--- src/rtl/wb_host_master_if.sv ---
// Host-side byte streams plus the Wishbone master bus of wb_host_master.
interface wb_host_master_if;
  logic [7:0]  rx_dat;
  logic        rx_stb;
  logic [7:0]  tx_dat;
  logic        tx_stb;
  logic        tx_rdy;
  logic        busy;
  logic [15:0] wb_adr_o;
  logic [7:0]  wb_dat_o;
  logic [7:0]  wb_dat_i;
  logic        wb_cyc_o;
  logic        wb_stb_o;
  logic        wb_we_o;
  logic        wb_ack_i;

  modport master (
    input  rx_dat, rx_stb, tx_rdy, wb_dat_i, wb_ack_i,
    output tx_dat, tx_stb, busy, wb_adr_o, wb_dat_o, wb_cyc_o, wb_stb_o, wb_we_o
  );

  modport slave (
    output rx_dat, rx_stb, tx_rdy, wb_dat_i, wb_ack_i,
    input  tx_dat, tx_stb, busy, wb_adr_o, wb_dat_o, wb_cyc_o, wb_stb_o, wb_we_o
  );
endinterface

--- src/rtl/wb_host_master.sv ---
// Serial-command Wishbone master: 'W' AH AL D writes, 'R' AH AL reads, and
// one response byte ('.', read data, or '!' on timeout) is returned.
// Optional bus watchdog enabled by defining WB_HOST_TIMEOUT_EN.
module wb_host_master #(
  parameter int unsigned TIMEOUT = 255
) (
  input  logic             clk,
  input  logic             rst,
  wb_host_master_if.master bus
);

  localparam int unsigned ADR_W = 16;
  localparam int unsigned DAT_W = 8;

  localparam logic [2:0] IDLE = 3'd0;
  localparam logic [2:0] ADRH = 3'd1;
  localparam logic [2:0] ADRL = 3'd2;
  localparam logic [2:0] DATA = 3'd3;
  localparam logic [2:0] BUS  = 3'd4;
  localparam logic [2:0] RESP = 3'd5;

  localparam logic [7:0] CMD_WR = 8'h57;
  localparam logic [7:0] CMD_RD = 8'h52;
  localparam logic [7:0] RSP_WR = 8'h2E;
  localparam logic [7:0] RSP_TO = 8'h21;

  // Reject watchdog limits outside the 16-bit counter range at elaboration.
  if (TIMEOUT < 1 || TIMEOUT > 65535) begin : g_timeout_range
    $error("wb_host_master: TIMEOUT out of range 1..65535");
  end

  logic [2:0]       state_q,  state_n;
  logic             we_q,     we_n;
  logic [ADR_W-1:0] adr_q,    adr_n;
  logic [DAT_W-1:0] dat_q,    dat_n;
  logic [DAT_W-1:0] tx_dat_q, tx_dat_n;
  logic             tx_stb_q, tx_stb_n;
  logic             cyc_q,    cyc_n;
  logic             busy_q,   busy_n;
`ifdef WB_HOST_TIMEOUT_EN
  localparam int unsigned CNT_W = 16;
  localparam logic [CNT_W-1:0] TO_LAST = CNT_W'(TIMEOUT - 1);
  logic [CNT_W-1:0] cnt_q, cnt_n;
`endif

  // State and output registers; reset clears everything asynchronously.
  always_ff @(posedge clk or posedge rst) begin
    if (rst) begin
      state_q  <= IDLE;
      we_q     <= 1'b0;
      adr_q    <= '0;
      dat_q    <= '0;
      tx_dat_q <= '0;
      tx_stb_q <= 1'b0;
      cyc_q    <= 1'b0;
      busy_q   <= 1'b0;
`ifdef WB_HOST_TIMEOUT_EN
      cnt_q    <= '0;
`endif
    end else begin
      state_q  <= state_n;
      we_q     <= we_n;
      adr_q    <= adr_n;
      dat_q    <= dat_n;
      tx_dat_q <= tx_dat_n;
      tx_stb_q <= tx_stb_n;
      cyc_q    <= cyc_n;
      busy_q   <= busy_n;
`ifdef WB_HOST_TIMEOUT_EN
      cnt_q    <= cnt_n;
`endif
    end
  end

  // Next-state and next-output decode for the command/bus/response sequence.
  always_comb begin
    state_n  = state_q;
    we_n     = we_q;
    adr_n    = adr_q;
    dat_n    = dat_q;
    tx_dat_n = tx_dat_q;
    tx_stb_n = tx_stb_q;
    cyc_n    = cyc_q;
`ifdef WB_HOST_TIMEOUT_EN
    cnt_n    = cnt_q;
`endif
    case (state_q)
      IDLE: begin
        if (bus.rx_stb && bus.rx_dat == CMD_WR) begin
          we_n    = 1'b1;
          state_n = ADRH;
        end else if (bus.rx_stb && bus.rx_dat == CMD_RD) begin
          we_n    = 1'b0;
          state_n = ADRH;
        end
      end
      ADRH: begin
        if (bus.rx_stb) begin
          adr_n[15:8] = bus.rx_dat;
          state_n     = ADRL;
        end
      end
      ADRL: begin
        if (bus.rx_stb) begin
          adr_n[7:0] = bus.rx_dat;
          state_n    = we_q ? DATA : BUS;
`ifdef WB_HOST_TIMEOUT_EN
          cnt_n      = '0;
`endif
        end
      end
      DATA: begin
        if (bus.rx_stb) begin
          dat_n   = bus.rx_dat;
          state_n = BUS;
`ifdef WB_HOST_TIMEOUT_EN
          cnt_n   = '0;
`endif
        end
      end
      BUS: begin
        // Strobe opens one edge after entry; an ack beats a same-cycle timeout.
        if (!cyc_q) begin
          cyc_n = 1'b1;
        end else if (bus.wb_ack_i) begin
          cyc_n    = 1'b0;
          tx_dat_n = we_q ? RSP_WR : bus.wb_dat_i;
          tx_stb_n = 1'b1;
          state_n  = RESP;
        end
`ifdef WB_HOST_TIMEOUT_EN
        else if (cnt_q == TO_LAST) begin
          cyc_n    = 1'b0;
          tx_dat_n = RSP_TO;
          tx_stb_n = 1'b1;
          state_n  = RESP;
        end else begin
          cnt_n = cnt_q + CNT_W'(1);
        end
`endif
      end
      RESP: begin
        if (bus.tx_rdy) begin
          tx_stb_n = 1'b0;
          state_n  = IDLE;
        end
      end
      default: state_n = IDLE;
    endcase
    busy_n = (state_n != IDLE);
  end

  assign bus.wb_adr_o = adr_q;
  assign bus.wb_dat_o = dat_q;
  assign bus.wb_we_o  = we_q;
  assign bus.wb_cyc_o = cyc_q;
  assign bus.wb_stb_o = cyc_q;
  assign bus.tx_dat   = tx_dat_q;
  assign bus.tx_stb   = tx_stb_q;
  assign bus.busy     = busy_q;

endmodule

--- src/flat_wrapper.sv ---
// flat-port wrapper written by rule: the top's interface ports become plain ports
module wb_host_master_flat 
#(
  parameter int unsigned TIMEOUT = 255
)
  (clk, rst, bus_rx_dat, bus_rx_stb, bus_tx_rdy, bus_wb_dat_i, bus_wb_ack_i, bus_tx_dat, bus_tx_stb, bus_busy, bus_wb_adr_o, bus_wb_dat_o, bus_wb_cyc_o, bus_wb_stb_o, bus_wb_we_o);
  wb_host_master_if bus_i ();
  input  logic clk;
  input  logic rst;
  input wire logic [$bits(bus_i.rx_dat)-1:0] bus_rx_dat;
  input wire logic [$bits(bus_i.rx_stb)-1:0] bus_rx_stb;
  input wire logic [$bits(bus_i.tx_rdy)-1:0] bus_tx_rdy;
  input wire logic [$bits(bus_i.wb_dat_i)-1:0] bus_wb_dat_i;
  input wire logic [$bits(bus_i.wb_ack_i)-1:0] bus_wb_ack_i;
  output wire logic [$bits(bus_i.tx_dat)-1:0] bus_tx_dat;
  output wire logic [$bits(bus_i.tx_stb)-1:0] bus_tx_stb;
  output wire logic [$bits(bus_i.busy)-1:0] bus_busy;
  output wire logic [$bits(bus_i.wb_adr_o)-1:0] bus_wb_adr_o;
  output wire logic [$bits(bus_i.wb_dat_o)-1:0] bus_wb_dat_o;
  output wire logic [$bits(bus_i.wb_cyc_o)-1:0] bus_wb_cyc_o;
  output wire logic [$bits(bus_i.wb_stb_o)-1:0] bus_wb_stb_o;
  output wire logic [$bits(bus_i.wb_we_o)-1:0] bus_wb_we_o;
  assign bus_i.rx_dat = bus_rx_dat;
  assign bus_i.rx_stb = bus_rx_stb;
  assign bus_i.tx_rdy = bus_tx_rdy;
  assign bus_i.wb_dat_i = bus_wb_dat_i;
  assign bus_i.wb_ack_i = bus_wb_ack_i;
  assign bus_tx_dat = bus_i.tx_dat;
  assign bus_tx_stb = bus_i.tx_stb;
  assign bus_busy = bus_i.busy;
  assign bus_wb_adr_o = bus_i.wb_adr_o;
  assign bus_wb_dat_o = bus_i.wb_dat_o;
  assign bus_wb_cyc_o = bus_i.wb_cyc_o;
  assign bus_wb_stb_o = bus_i.wb_stb_o;
  assign bus_wb_we_o = bus_i.wb_we_o;
  wb_host_master #(.TIMEOUT(TIMEOUT)) u_core (.clk(clk), .rst(rst), .bus(bus_i));
endmodule
--- config.mk ---
export PLATFORM = sky130hd
export DESIGN_NAME = wb_host_master_flat
export DESIGN_NICKNAME = d
export VERILOG_FILES = /design/src/rtl/wb_host_master_if.sv /design/src/rtl/wb_host_master.sv /design/src/flat_wrapper.sv
export SDC_FILE = /design/constraint.sdc
export NUM_CORES = 1
export LEC_CHECK = 0
export ABC_AREA = 0
export CELL_PAD_IN_SITES_DETAIL_PLACEMENT = 0
export CELL_PAD_IN_SITES_GLOBAL_PLACEMENT = 1
export CORE_MARGIN = 10
export CORE_UTILIZATION = 38
export DETAILED_ROUTE_END_ITERATION = 8
export PLACE_DENSITY = 0.95
export REMOVE_ABC_BUFFERS = 1
export SLEW_MARGIN = 20
export SYNTH_ARGS = -nofsm -noshare
export SYNTH_HDL_FRONTEND = slang
export SYNTH_SLANG_ARGS = --single-unit
--- constraint.sdc ---
create_clock -name clk -period 3.6 [get_ports clk]
set_input_delay 1.08 -clock clk [delete_from_list [all_inputs] [get_ports clk]]
set_output_delay 1.08 -clock clk [all_outputs]
set_load 0.03 [all_outputs]
==> results by group, run 1 <==
Logic synthesis
  – Number of instances in the synthesized netlist: 128
  – Netlist area before placement: 1720 µm²
  – Post-synth top area share: 0.566
  – Largest cells by area after synthesis: dfrtp_1, mux2_2, mux2_4
  – Multiplexer fraction of the synthesized cell area: 0.206
  – Share of synthesized cell area in and, or, nand and nor gates: 0.0893
  – Area leader, netlist: dfrtp_1
  – Area share of xor/xnor cells in the synthesized design: 0.00508
  – Adder-Cell Fraction of Synth Area: 0
  – Compound-Gate Fraction of Synth Area: 0.0821
  – Combinational family with the most area after synthesis: multiplexers
  – EDFF count, synth: 0
  – Leading register cell type out of synthesis: dfrtp_1
  – Number of distinct standard cells referenced by the synthesized netlist: 34
  – Fraction of registers with async set or reset after synthesis: 1.00
  – Synthesis Warnings: 0
  – Register area share after synthesis: 0.566
  – Flip-flop and latch count after synthesis: 39
  – Mean post-synth cell area: 13.5 µm²

Floorplan
  – I/O pin count: 58
  – Vertical die dimension: 87.3 µm
  – Number of placement rows: 24
  – Effective utilization at floorplan: 0.393
  – Die area: 7630 µm²
  – Die width: 87.3 µm
  – Core area: 4380 µm²

Route
  – Routed wire length per instance: 17.0 µm
  – Vias post-DR: 1,192
  – Final wirelength: 4080 µm
  – Router iterations before antenna repair: 4
  – Initial DRC Count: 39
  – Vias per cell: 4.97
  – Antenna-violating nets left: 0
  – Final routed DRC violation total: 0

Timing
  – Maximum clock rate: 390 MHz
  – Max-slew violation count: 0
  – Actual transition at the worst max-transition pin: 0.519 ns
  – Final Hold Fails: 0
  – Worst-case headroom to the max-slew limit: 0.649
  – # setup viols final: 0
  – Time the worst path needs with I/O delays and setup: 2.57 ns
  – Final period utilization: 0.713
  – RSZ-0062 raised after global routing: no
  – Setup Total Neg Slack: 0 ns
  – Setup skew after layout: 0.00294 ns

Clocking
  – H-tree levels: 2
  – Clock tree root driver cell: clkbuf_8
  – CTS tree: yes
  – Clock slew at the register clock pins of the worst setup and hold paths: 0.07 ns
  – Clock Latency Late Sink: 0.29 ns
  – Max Buffers Root-to-Sink: 2
  – # Post-CTS Setup Buffers: 0
  – Total clock buffers created by CTS: 5
  – CTS Hold Bufs: 0
  – TritonCTS sink count: 39
  – Post-cts sizing count: 0

Power and ir drop
  – Internal power of the cells: 1.35 mW
  – Total power density per cell area: 922 nW/µm²
  – Switching Share: 0.395
  – Logic gate share of total power: 0.516
  – Sequential cell fraction of total power: 0.341
  – Max VDD drop: 0.000529 V
  – Sw Pwr: 881 µW
  – Share of total power in the clock network: 0.144
  – Static power due to leakage: 1.06 nW

Setup path
  – Critical Path Source Type: register
  – CP max FO: 8
  – Worst Reg2Reg Path Length in Cells: 3
  – Endpoint of the worst setup timing path: bus_wb_we_o
  – Reg-to-reg slack, setup: 1.85 ns
  – Critical Path End Type: primary output
  – Startpoint-to-endpoint class of the critical path: register to primary output
  – First element of the critical path: u_core.bus.wb_we_o$_DFFE_PP0P_
  – Worst Path Required: 2.52 ns
  – Cells along the critical path: clkdlybuf4s50_1
  – Longest individual stage delay on the worst path: 0.72 ns
  – Critical path data arrival time: 1.49 ns
  – CP delay by family, top: buffers and inverters
  – Buffering stage count on the worst path with inverters included: 1
  – Depth of the critical timing path with buffers and inverters included: 1
  – Slowest cell on the critical path: clkdlybuf4s50_1
  – Crit Reg-Reg Endpoint: u_core.bus.tx_dat[0]$_DFFE_PP0P_
  – Critical R2R Launch: u_core.state_q[2]$_DFF_PP0_

Min path
  – Worst Hold Launch: u_core.bus.wb_dat_o[0]$_DFFE_PP0P_
  – Tightest Hold Check Type: register to register

Global route
  – Total gr overflow: 0
  – Pin count of the biggest net entering global routing: 40
  – First-pass GRT wire length: 6760 µm
  – Number of antenna violations at the first check in global routing: 0
  – Number of global-route vias before repair: 1,308
  – Overall Global Routing Usage: 0.112

Final layout
  – Fraction of final layout cells with drive strength greater than 1: 0.213
  – Relative area change from synthesis to final layout: 40.5%
  – Core occupancy in the finished layout: 0.552
  – Final Net Count: 208
  – Most common library cell in the layout ignoring fill and taps: clkdlybuf4s50_1
  – Final-layout fill cell count: 388
  – Commonest cells after routing, fill and taps aside: clkdlybuf4s50_1, dfrtp_1, mux2_2
  – Count of antenna diodes in the layout: 0

Place
  – Gp weighted congestion: 0.803
  – IO buf count: 57
  – DPL Wire Length: 3060 µm

Outcome
  – Outcome: complete, no violations

Run
  – Number of max-capacitance violations reported: 0
[synth_stat cells (2+ instances only)]
cell type,count
mux2i_1,4
and2_1,3
dfrtp_1,39
buf_4,4
mux2_2,16
nor2_1,7
a31o_2,3
and3b_1,2
a21boi_0,3
mux2_4,9
inv_1,11
o21ai_0,3
nor2b_1,2
nand4_1,2
[power groups by stage]
stage,Sequential (mW),Clock [mW],Combinational [mW]
detailed placement,0.763,0,1.17
floorplan,1.11,0,0.327
global route,0.791,0.351,1.23
CTS,0.762,0.333,1.17
global placement,0.760,0,1.15
finish,0.760,0.321,1.15
[per-layer routing]
metal | track usage | vias up | part of all wire
met5 | 0 | - | 0
met4 | 0.0261 | 0 | 0.0076
met3 | 0.0824 | 6 | 0.14
met2 | 0.159 | 44 | 0.42
met1 | 0.133 | 576 | 0.43
li1 | - | 566 | -
[layout make-up]
| type | instances | area, µm² | area share |
|---|---|---|---|
| multi-input combinational | 72 | 659 | 0.272 |
| clock buffer | 8 | 100 | 0.0414 |
| timing repair buffer | 58 | 578 | 0.239 |
| sequential | 39 | 976 | 0.403 |
| tap | 52 | 65.1 | 0.0269 |
| inverter | 11 | 41.3 | 0.0171 |
[sequential cells by signal, indices dropped and copies added (netlist names)]
register and cells:
u_core.bus.busy 1, u_core.bus.tx_dat 8, u_core.bus.tx_stb 1, u_core.bus.wb_adr_o 16
u_core.bus.wb_cyc_o 1, u_core.bus.wb_dat_o 8, u_core.bus.wb_we_o 1, u_core.state_q 3
[through the flow]
stage | area, µm² | hold WS (ns) | instances | setup slack [ns] | power (mW)
detailed placement | 2320 | 0.495 | 232 | 0.788 | 1.93
floorplan | 1680 | 0.539 | 122 | 1.53 | 1.44
global route | 2420 | 0.527 | 240 | 0.950 | 2.37
finish | 2420 | 0.504 | 240 | 1.03 | 2.23
global placement | 2320 | 0.489 | 232 | 0.837 | 1.91
CTS | 2420 | 0.512 | 240 | 1.01 | 2.26
[worst min-delay path by stage]
stage / end / slack, ns / depth (start not counted)
2_1_floorplan: u_core.state_q[1]$_DFF_PP0_ / 0.54 / 1
3_3_place_gp: u_core.bus.wb_dat_o[0]$_DFFE_PP0P_ / 0.49 / 1
3_5_place_dp: u_core.bus.wb_dat_o[0]$_DFFE_PP0P_ / 0.49 / 1
4_1_cts: u_core.bus.wb_dat_o[0]$_DFFE_PP0P_ / 0.51 / 1
5_1_grt: u_core.bus.wb_adr_o[2]$_DFFE_PP0P_ / 0.53 / 1
6_report: u_core.bus.wb_dat_o[0]$_DFFE_PP0P_ / 0.50 / 1
[kinds of logic after synthesis]
kind of cell / count (synthesis)
muxes: 29
AOI/OAI and AO/OA: 19
DFF: 39
and+or+nand+nor: 23
buffers and inverters: 17
xor gates and xnor gates: 1
Note: power is estimated with default switching activity, not from simulation.
==> inputs of run 2 (changes only) <==
CORE_UTILIZATION = 35   (was 38)
PLACE_DENSITY = 0.89   (was 0.95)
clock period = 2.7 ns   (was 3.6 ns; I/O delays follow)
==> run 2 against run 1 <==
Critical path depth unchanged. Count of clock-buffer cells in the layout down 2. Clock power up 16%. Highest routed layer unchanged. Critical path type unchanged. Die area up 6.6%. Sequential power up 34%. First-iteration DRC count down 31%. Combinational power up 33%. Hold slack better by 0.0046 ns. Sequential cell count unchanged.
==> results by group, run 2 (synthesis gave the netlist of run 1 again) <==
Outcome
  – Outcome: complete, no violations

Setup path
  – Startpoint-to-endpoint class of the critical path: register to primary output
  – Cells along the critical path: clkdlybuf4s50_1
  – CP max FO: 8 (unchanged)
  – CP delay by family, top: buffers and inverters
  – Critical path data arrival time: 1.51 ns (+0.02 ns)
  – First element of the critical path: u_core.bus.wb_we_o$_DFFE_PP0P_
  – Worst Path Required: 1.89 ns (-0.63 ns)
  – Critical Path Source Type: register
  – Slowest cell on the critical path: clkdlybuf4s50_1
  – Buffering stage count on the worst path with inverters included: 1 (unchanged)
  – Critical Path End Type: primary output
  – Critical R2R Launch: u_core.state_q[1]$_DFF_PP0_
  – Longest individual stage delay on the worst path: 0.73 ns (about the same)

Global route
  – Overall Global Routing Usage: 0.102 (-0.0101)
  – Number of global-route vias before repair: 1,205 (-7.9%)
  – Total gr overflow: 0 (unchanged)
  – Pin count of the biggest net entering global routing: 40 (unchanged)
  – First-pass GRT wire length: 6800 µm (+0.61%)
  – Number of antenna violations at the first check in global routing: 0 (unchanged)

Final layout
  – Combined area of the multi-input logic cells: 659 µm² (unchanged)
  – Register area: 976 µm² (unchanged)
  – Final Net Count: 209 (+0.48%)
  – Area of all placed cells without fillers: 2430 µm² (+0.47%)
  – Count of antenna diodes in the layout: 0 (unchanged)
  – Most common library cell in the layout ignoring fill and taps: clkdlybuf4s50_1
  – Max reg flops: 16 (unchanged)
  – Final-layout fill cell count: 428 (+10%)
  – Commonest cells after routing, fill and taps aside: clkdlybuf4s50_1, dfrtp_1, mux2_2
  – Relative area change from synthesis to final layout: 41.1%
  – Fraction of final layout cells with drive strength greater than 1: 0.217 (+0.00417)
  – Core occupancy in the finished layout: 0.511 (-0.0406)

Clocking
  – Max Buffers Root-to-Sink: 2 (unchanged)
  – Post-cts sizing count: 0 (unchanged)
  – CTS tree: yes
  – H-tree levels: 2 (unchanged)
  – # Post-CTS Setup Buffers: 0 (unchanged)
  – Total clock buffers created by CTS: 5 (unchanged)
  – Clock slew at the register clock pins of the worst setup and hold paths: 0.07 ns (about the same)
  – Clock Latency Late Sink: 0.29 ns (about the same)
  – TritonCTS sink count: 39 (unchanged)
  – Clock tree root driver cell: clkbuf_8
  – CTS Hold Bufs: 0 (unchanged)

Power and ir drop
  – Total power density per cell area: 1200 nW/µm² (+30%)
  – Static power due to leakage: 1.06 nW (-0.47%)
  – Max VDD drop: 0.000358 V (-32%)

Floorplan
  – Effective utilization at floorplan: 0.362 (-0.0306)
  – Die area: 8130 µm² (+6.6%)
  – Core area: 4750 µm² (+8.4%)
  – I/O pin count: 58 (unchanged)
  – Number of placement rows: 25 (+4.2%)
  – Die width: 90.2 µm (+3.2%)
  – Vertical die dimension: 90.2 µm (+3.2%)

Route
  – Final routed DRC violation total: 0 (unchanged)
  – Vias post-DR: 1,174 (-1.5%)
  – Final wirelength: 4040 µm (-0.96%)
  – Routed wire length per instance: 15.8 µm (-7.1%)
  – Initial DRC Count: 27 (-31%)
  – Antenna-violating nets left: 0 (unchanged)
  – Router iterations before antenna repair: 3 (-1)
  – Vias per cell: 4.59 (-7.7%)

Timing
  – RSZ-0062 raised after global routing: no
  – Actual transition at the worst max-transition pin: 0.527 ns (+0.00741 ns)
  – Final Hold Fails: 0 (unchanged)
  – Setup Total Neg Slack: 0 ns (unchanged)
  – Setup skew after layout: 0.00713 ns (+0.00419 ns)
  – Final period utilization: 0.859
  – Time the worst path needs with I/O delays and setup: 2.32 ns
  – Maximum clock rate: 431 MHz
  – Worst-case setup margin in the final layout: 0.379 ns (-0.654 ns)
  – Worst-case headroom to the max-slew limit: 0.644 (-0.00501)
  – Max-slew violation count: 0 (unchanged)
  – # setup viols final: 0 (unchanged)

Place
  – Area post-placement: 2350 µm² (+1.1%)
  – Gp weighted congestion: 0.765 (-4.8%)
  – IO buf count: 57 (unchanged)
  – DPL Wire Length: 3060 µm (about the same)
  – Worst slack at placement: 0.178 ns (-0.610 ns)

Min path
  – Worst Hold Launch: u_core.bus.wb_dat_o[2]$_DFFE_PP0P_
  – Tightest Hold Check Type: register to register

Run
  – Number of max-capacitance violations reported: 0 (unchanged)
[run 2: final cells by class]
cell class | instances | area share
clock buffer | 6 | 0.0299
multi-input combinational | 72 | 0.271
tap | 67 | 0.0345
inverter | 11 | 0.0170
clock inverter | 2 | 0.00515
sequential | 39 | 0.401
timing repair buffer | 59 | 0.241
[run 2: through the flow]
stage / instances / power, mW / hold WS [ns]
after floorplan: 122 / 1.92 / 0.539
after detailed placement: 248 / 2.58 / 0.496
after CTS: 256 / 2.97 / 0.513
after global placement: 248 / 2.56 / 0.488
final: 256 / 2.92 / 0.509
after global routing: 256 / 3.08 / 0.520
[run 2: per-layer routing]
layer | track usage | wire length [µm] | part of all wire | up-vias
met1 | 0.126 | 1870 | 0.46 | 566
met4 | 0.0318 | 47 | 0.012 | 0
met3 | 0.0490 | 306 | 0.076 | 6
met5 | 0 | 0 | 0 | -
met2 | 0.154 | 1820 | 0.45 | 37
li1 | - | - | - | 565
[run 2: power by group]
group	internal, mW	switching (mW)
combinational	0.733	0.801
sequential	0.840	0.177
clock	0.180	0.192
[run 2: final timing paths]
kind / end / cells after the start / slack, ns
worst min-delay path: u_core.bus.wb_dat_o[2]$_DFFE_PP0P_ / 1 / 0.51
worst min register to register: u_core.bus.wb_dat_o[2]$_DFFE_PP0P_ / 1 / 0.51
min in group asynchronous: u_core.bus.wb_dat_o[2]$_DFFE_PP0P_ / 3 / 0.94
worst max-delay path: bus_wb_we_o / 1 / 0.38
max in group asynchronous: u_core.state_q[0]$_DFF_PP0_ / 3 / 1.43
worst max register to register: u_core.bus.wb_adr_o[10]$_DFFE_PP0P_ / 3 / 1.05
